==> config.mk <==
export PLATFORM = sky130hd
export DESIGN_NAME = uart_rx_frame_ctrl
export DESIGN_NICKNAME = d
export VERILOG_FILES = /design/src/rtl/uart_rx_frame_ctrl.sv
export SDC_FILE = /design/constraint.sdc
export NUM_CORES = 1
export LEC_CHECK = 0
export ABC_AREA = 1
export CAP_MARGIN = 0
export CORE_MARGIN = 10
export CORE_UTILIZATION = 40
export CTS_CLUSTER_SIZE = 8
export DETAILED_ROUTE_END_ITERATION = 6
export GPL_TIMING_DRIVEN = 0
export PLACE_DENSITY = 0.72
export SYNTH_ARGS = -nofsm -noshare
export SYNTH_HDL_FRONTEND = slang
export SYNTH_SLANG_ARGS = --single-unit
==> constraint.sdc <==
create_clock -name CLK -period 1.7 [get_ports CLK]
set_input_delay 0.17 -clock CLK [delete_from_list [all_inputs] [get_ports CLK]]
set_output_delay 0.17 -clock CLK [all_outputs]
set_load 0.005 [all_outputs]
==> src/rtl/uart_rx_frame_ctrl.sv <==
// UART RX frame controller: start detect, oversampled bit voting, LSB-first deserialize, parity/stop check.
// Optional 3-sample majority vote enabled by defining UART_RX_MAJORITY_VOTE_EN (single mid-bit sample otherwise).
module uart_rx_frame_ctrl #(
  parameter int DATA_WIDTH = 8
) (
  input  logic                  CLK,
  input  logic                  RST,
  input  logic                  RX_IN,
  input  logic [5:0]            Prescale,
  input  logic                  PAR_EN,
  input  logic                  PAR_TYP,
  output logic [DATA_WIDTH-1:0] P_DATA,
  output logic                  data_valid,
  output logic                  par_err,
  output logic                  stp_err,
  output logic                  cnt_enable
);

  localparam int CW = $clog2(DATA_WIDTH);
  localparam logic [CW-1:0] DCNT_LAST = CW'(DATA_WIDTH - 1);

  typedef enum logic [2:0] {S_IDLE, S_START, S_DATA, S_PARITY, S_STOP} state_t;

  state_t                state_q, state_d;
  logic [5:0]            ecnt_q, ecnt_d;
  logic [5:0]            prescale_q, prescale_d;
  logic                  par_en_q, par_en_d;
  logic                  par_typ_q, par_typ_d;
  logic                  vote_q, vote_d;
  logic [DATA_WIDTH-1:0] shift_q, shift_d;
  logic [DATA_WIDTH-1:0] p_data_q, p_data_d;
  logic [CW-1:0]         dcnt_q, dcnt_d;
  logic                  frame_err_q, frame_err_d;
  logic                  data_valid_q, data_valid_d;
  logic                  par_err_q, par_err_d;
  logic                  stp_err_q, stp_err_d;
  logic                  cnt_enable_q, cnt_enable_d;
`ifdef UART_RX_MAJORITY_VOTE_EN
  logic                  samp_a_q, samp_a_d;
  logic                  samp_b_q, samp_b_d;
`endif

  logic [5:0] mid;
  logic [5:0] last;
  logic       bit_end;
  logic       sampling;

  assign mid      = prescale_q >> 1;
  assign last     = prescale_q - 6'd1;
  assign bit_end  = (ecnt_q == last);
  assign sampling = (state_q != S_IDLE);

  // Bit value is settled well before bit end, so the FSM only ever consumes vote_q.
  always_comb begin
    vote_d = vote_q;
`ifdef UART_RX_MAJORITY_VOTE_EN
    samp_a_d = samp_a_q;
    samp_b_d = samp_b_q;
    if (sampling) begin
      if (ecnt_q == mid - 6'd1) samp_a_d = RX_IN;
      if (ecnt_q == mid)        samp_b_d = RX_IN;
      if (ecnt_q == mid + 6'd1)
        vote_d = (samp_a_q & samp_b_q) | (samp_a_q & RX_IN) | (samp_b_q & RX_IN);
    end
`else
    if (sampling && (ecnt_q == mid)) vote_d = RX_IN;
`endif
  end

  always_comb begin
    state_d      = state_q;
    ecnt_d       = bit_end ? 6'd0 : ecnt_q + 6'd1;
    prescale_d   = prescale_q;
    par_en_d     = par_en_q;
    par_typ_d    = par_typ_q;
    shift_d      = shift_q;
    p_data_d     = p_data_q;
    dcnt_d       = dcnt_q;
    frame_err_d  = frame_err_q;
    data_valid_d = 1'b0;
    par_err_d    = 1'b0;
    stp_err_d    = 1'b0;

    case (state_q)
      S_IDLE: begin
        ecnt_d = 6'd0;
        if (!RX_IN) begin
          // Detection cycle is edge 0 of the start bit.
          state_d    = S_START;
          ecnt_d     = 6'd1;
          prescale_d = (Prescale < 6'd8) ? 6'd8 : Prescale;
          par_en_d   = PAR_EN;
          par_typ_d  = PAR_TYP;
        end
      end
      S_START: begin
        if (bit_end) begin
          if (vote_q) begin
            state_d = S_IDLE;
          end else begin
            state_d = S_DATA;
            dcnt_d  = '0;
          end
        end
      end
      S_DATA: begin
        if (bit_end) begin
          shift_d = {vote_q, shift_q[DATA_WIDTH-1:1]};
          dcnt_d  = dcnt_q + 1'b1;
          if (dcnt_q == DCNT_LAST) state_d = par_en_q ? S_PARITY : S_STOP;
        end
      end
      S_PARITY: begin
        if (bit_end) begin
          if (vote_q != (par_typ_q ? ~^shift_q : ^shift_q)) begin
            frame_err_d = 1'b1;
            par_err_d   = 1'b1;
          end
          state_d = S_STOP;
        end
      end
      S_STOP: begin
        if (bit_end) begin
          if (!vote_q) begin
            stp_err_d = 1'b1;
          end else if (!frame_err_q) begin
            p_data_d     = shift_q;
            data_valid_d = 1'b1;
          end
          frame_err_d = 1'b0;
          state_d     = S_IDLE;
        end
      end
      default: begin
        state_d = S_IDLE;
        ecnt_d  = 6'd0;
      end
    endcase

    cnt_enable_d = (state_d == S_DATA);
  end

  always_ff @(posedge CLK) begin
    if (!RST) begin
      state_q      <= S_IDLE;
      ecnt_q       <= 6'd0;
      prescale_q   <= 6'd8;
      par_en_q     <= 1'b0;
      par_typ_q    <= 1'b0;
      vote_q       <= 1'b0;
      shift_q      <= '0;
      p_data_q     <= '0;
      dcnt_q       <= '0;
      frame_err_q  <= 1'b0;
      data_valid_q <= 1'b0;
      par_err_q    <= 1'b0;
      stp_err_q    <= 1'b0;
      cnt_enable_q <= 1'b0;
`ifdef UART_RX_MAJORITY_VOTE_EN
      samp_a_q     <= 1'b0;
      samp_b_q     <= 1'b0;
`endif
    end else begin
      state_q      <= state_d;
      ecnt_q       <= ecnt_d;
      prescale_q   <= prescale_d;
      par_en_q     <= par_en_d;
      par_typ_q    <= par_typ_d;
      vote_q       <= vote_d;
      shift_q      <= shift_d;
      p_data_q     <= p_data_d;
      dcnt_q       <= dcnt_d;
      frame_err_q  <= frame_err_d;
      data_valid_q <= data_valid_d;
      par_err_q    <= par_err_d;
      stp_err_q    <= stp_err_d;
      cnt_enable_q <= cnt_enable_d;
`ifdef UART_RX_MAJORITY_VOTE_EN
      samp_a_q     <= samp_a_d;
      samp_b_q     <= samp_b_d;
`endif
    end
  end

  assign P_DATA     = p_data_q;
  assign data_valid = data_valid_q;
  assign par_err    = par_err_q;
  assign stp_err    = stp_err_q;
  assign cnt_enable = cnt_enable_q;

endmodule

; ---- After elaboration in Yosys (flattened, before gate mapping)
; Cells that the tools add are included.
[totals]
input_bits = 11
register_bits = 42
latch_bits = 0
n_memories = 0
out_inout_bits = 12
wordCells = 76
ram_bits = 0
romBits = 0
[classes]
multipliers = 0
n_addsub = 3
reduce_logical = 16
n_eq_ne = 15
div_mod_pow = 0
mux = 25
n_lt_le_gt_ge = 1
bitwise = 2
shifts = 0
[op_table]
columns = op, n
row1 = $mux 3, 10
row2 = $reduce_and 4->1, 4
row3 = $pmux 3 s5, 1
row4 = $mux 6, 2
row5 = $ne 2x2->1 const B, 6
row6 = $pmux 6 s2, 1
row7 = $eq 3x2->1 const B, 3
row8 = $mux 1, 8
row9 = $reduce_xnor 8->1, 1
row10 = $reduce_xor 8->1, 1
row11 = $add 6x1->6 const B, 1
row12 = $eq 3x3->1 const B, 2
row13 = $eq 6x5->1, 1
row14 = $eq 6x6->1, 1
row15 = $lt 6x4->1 const B, 1
row16 = $pmux 3 s2, 1
row17 = $reduce_and 3->1, 2
row18 = $sub 6x1->6 const B, 1
row19 = $reduce_and 2->1, 2
row20 = $reduce_bool 2->1, 2
row21 = $reduce_or 4->1, 1
row22 = $add 3x1->3 const B, 1
row23 = $eq 3x1->1 const B, 1
row24 = $logic_not 3->1, 1
row25 = 6 further kinds, 7

; ---- Logic depth before layout (Yosys ltp)
[logic_depth]
ltp_word = 6
depth_mapped = 14
depth_no_buf = 13

; ---- Worst setup path after synthesis
; Ideal clock, no wire load.
[synth_timing]
kind = reg-to-reg
start = reg prescale_q[0]
end = reg p_data_q[3] (netlist: P_DATA[3])
t_arrival_ns = 1.763
setup_slack_ns = -0.175
path_buffers = 1
setup_ns = 0.113
required_ns = 1.587
period_less_slack_ns = 1.875
stages_incl_launch_ff = 14
path_cell_list = dfxtp_1 inv_1 ha_1 nand2_1 inv_1 nor2_1 nand2_1 nor2_1 nand2_1 nor2_2 nand4_4 buf_6 nor2_1 nor2_1
[synth_via]
elab_chain_cells = 3
[synth_rtl]
columns = element, line
row1 = start: declaration, 26  ; logic [5:0] prescale_q, prescale_d;
row2 = start signal: assignment, 166  ; prescale_q <= prescale_d;
row3 = $sub 6x1->6, 49  ; assign last = prescale_q - 6'd1;
row4 = $eq 6x6->1, 50  ; assign bit_end = (ecnt_q == last);
row5 = $reduce_and 4->1 (no source line), --
row6 = end signal: assignment, 171  ; p_data_q <= p_data_d;
row7 = end: declaration, 31  ; logic [DATA_WIDTH-1:0] p_data_q, p_data_d;
; No other way between the ends.
; A chain may end at the register's enable or synchronous reset.

; ---- Worst setup path after layout
[layout_timing]
start = reg prescale_q[1]
end = reg p_data_q[6] (netlist: P_DATA[6])
; The elaborated chain is that of the path after synthesis.

==> flow_summary.ini <==
[global_routing]
grt_pass1_wl_um = 8650
grtUsageTotal = 0.120
globalRoute.totalOverflow = 0
grt_pass1_vias = 1955
grt_max_degree = 14
antenna_found_initial = 0

[setup_path]
cp_max_fo = 7
r2r_slack_ns = -0.29
crit_type = flip-flop to flip-flop
worst_setup_path_end_kind = flip-flop
timing.rr.end = P_DATA[6]$_SDFFE_PN0P_
cp-start-kind = flip-flop
worstPathArrival_ns = 2.19
rr_worst_depth = 13
cp.required_ns = 1.90
worstReg2RegStart = prescale_q[1]$_SDFFE_PN0P_

[pwr]
p_total_mw = 2.04
p_sw_mw = 0.563
p_leak_nw = 1.27
p_comb_frac = 0.163
powerDensity_mw_per_mm2 = 728
seqPwrFrac = 0.505
swShare = 0.275
p_int_mw = 1.48
power.share.clock = 0.332
peakVddDrop_v = 0.000552

[sta]
worstMarginPinSlew_ns = 0.541
rsz0062_at_grt = true
slew_headroom = 0.640
final-setup-viol-count = 29
layout_setup_ws_ns = -0.290
tns_ns = -6.44
timing.final.crit_share = 1.17
hold_viol = 0
clock_skew_ns = 0.0114
min_period_ns = 1.99
whs_ns = 0.181
max_freq_mhz = 502
drv_slew = 0

[floorplan]
die_h_um = 93.1
num_io_pins = 23
die_area_mm2 = 0.00866
fp.dieW_um = 93.1
initial_core_util = 0.416
num_rows = 26
coreArea_mm2 = 0.00514

[clock_tree]
clk_pin_slew_ns = 0.09
clock_sinks = 42
insertion_delay_ns = 0.30
cts-root-buf = clkbuf_8
cts_tree = yes
clk_path_buf_depth = 2
h-tree-depth = 2
cts_buffers = 5

[yosys]
ys_seq_area_frac = 0.394
avgSynthCellArea_um2 = 6.80
synth_edf_count = 0
ys_warn_count = 0
synth_area_mm2 = 0.00214
synth-seq-cells = 42
syn_nets = 329
postSynthCellCount = 314
synthFlopType = dfxtp_1
synthArstFlopShare = 0
synthDistinctLibCells = 29

[run]
drv_cap = 0

[route]
finalWirelength_um = 5120
drtIter0Drc = 119
drcViolationCount = 0
route.vias.total = 2055
drt-pass1-iter-count = 4
ant_nets = 0
routedWlPerCell_um = 11.9
viasPerCell = 4.78

[run_status]
failed_checks = negative setup slack
status = complete, but fails checks

[placed_design]
gp_congestion = 0.861
io_buffers = 21
place_hpwl_um = 3560

[worst_hold_path]
min_delay_path_depth = 3
min_to = par_en_q$_SDFFE_PN0P_
hp-start = RST
hold_class = input pin to flip-flop

[cells_and_area]
nets = 374
diodes = 0
area_growth_pct = 31.5
layout_commonest_cell = nand2_1
final_cell_mix = nand2_1, dfxtp_1, nor2_1
fillers = 509
postLayoutCoreUtil = 0.546
drive_gt1_frac = 0.186
[flip-flops by register name (all words and copies together) (netlist names)]
signal	flops
P_DATA	8
cnt_enable	1
data_valid	1
dcnt_q	3
ecnt_q	6
frame_err_q	1
par_en_q	1
par_err	1
par_typ_q	1
prescale_q	6
shift_q	8
state_q	3
stp_err	1
vote_q	1
[synthesized netlist by cell type, types with 2 or more instances]
| master | count | area share |
|---|---|---|
| xor2_1 | 6 | 0.025 |
| a21oi_1 | 20 | 0.047 |
| o21ai_0 | 10 | 0.023 |
| clkbuf_1 | 4 | 0.0070 |
| xor2_2 | 2 | 0.015 |
| nand3_1 | 20 | 0.047 |
| dfxtp_1 | 42 | 0.39 |
| nor2_2 | 2 | 0.0059 |
| inv_1 | 40 | 0.070 |
| nand2_1 | 83 | 0.15 |
| buf_4 | 2 | 0.0070 |
| nand4_1 | 3 | 0.0088 |
| nor3_1 | 4 | 0.0094 |
| ha_1 | 4 | 0.023 |
| a211oi_1 | 3 | 0.011 |
| inv_2 | 2 | 0.0035 |
| nor2_1 | 50 | 0.088 |
| xnor2_1 | 6 | 0.025 |
[worst max-delay path by stage]
stage	start	end	slack, ns	cells after the start
floorplan	prescale_q[0]$_SDFFE_PN0P_	P_DATA[3]$_SDFFE_PN0P_	-0.04	13
global placement	prescale_q[1]$_SDFFE_PN0P_	P_DATA[7]$_SDFFE_PN0P_	-0.28	13
detailed placement	prescale_q[0]$_SDFFE_PN0P_	shift_q[0]$_SDFFE_PN0P_	-0.33	13
CTS	prescale_q[1]$_SDFFE_PN0P_	P_DATA[7]$_SDFFE_PN0P_	-0.22	13
global route	prescale_q[1]$_SDFFE_PN0P_	P_DATA[5]$_SDFFE_PN0P_	-0.42	14
finish	prescale_q[1]$_SDFFE_PN0P_	P_DATA[6]$_SDFFE_PN0P_	-0.29	13
[cell type report]
cell class,instances,area (um^2),area share
well taps,70,87.6,0.0312
clock buffers,6,82.6,0.0294
inverters,43,169,0.0602
clock inverters,2,12.5,0.00446
flip-flops and latches,42,843,0.300
plain buffers,9,67.6,0.0241
repair buffers,38,353,0.126
multi-input cells,220,1190,0.425
[what timing repair did]
item / 4_1_cts / 5_1_grt
setup buffers: 7 / 9
endpoints found under the setup margin: 39 / 40
endpoints found under the hold margin: 0 / 0
resized for setup: 15 / 25
pin swaps: 4 / 8
hold buffers: 0 / 0
cloned: 1 / 0
[power by group through the flow]
stage	Combinational [mW]	Sequential [mW]	Clock (mW)
after global routing	0.373	1.03	0.727
after floorplan	0.192	1.05	0
final	0.333	1.03	0.679
after CTS	0.287	1.03	0.694
after detailed placement	0.258	1.05	0
after global placement	0.254	1.05	0
[through the flow]
step | std cells | area, um^2 | worst slack [ns]
after global placement | 405 | 2460 | -0.285
final | 430 | 2810 | -0.290
after CTS | 421 | 2660 | -0.220
after global routing | 430 | 2810 | -0.422
after detailed placement | 405 | 2460 | -0.330
after floorplan | 314 | 2160 | -0.0367
[kinds of logic (layout without fill, tap and decap cells)]
group,count (synthesis),in the layout,synth area share
and+or+nand+nor,167,167,0.327
buffers and inverters,52,98,0.104
DFF,42,42,0.394
AOI/OAI and AO/OA,35,35,0.0873
xor gates and xnor gates,14,14,0.0644
adders and majority gates,4,4,0.0234
[critical path, cell delays in order, from the launching register on]
cell,delay (ns)
dfxtp_2,0.35
inv_2,0.05
ha_4,0.23
nand2_2,0.06
inv_2,0.04
nor2_4,0.10
nand2_1,0.06
nor2_1,0.10
nand2_1,0.10
nor2_4,0.25
nand4_4,0.20
buf_6,0.20
nor2_1,0.08
nor2_1,0.05
[layer usage]
layer | wire [um] | share of wire | vias up | global-route usage
li1 | - | - | 1066 | -
met1 | 2320 | 0.45 | 940 | 0.146
met2 | 2520 | 0.49 | 43 | 0.203
met3 | 228 | 0.044 | 6 | 0.0304
met4 | 58 | 0.011 | 0 | 0.0398
met5 | 0 | 0 | - | 0
No activity file was read; power rests on OpenSTA's default activity.
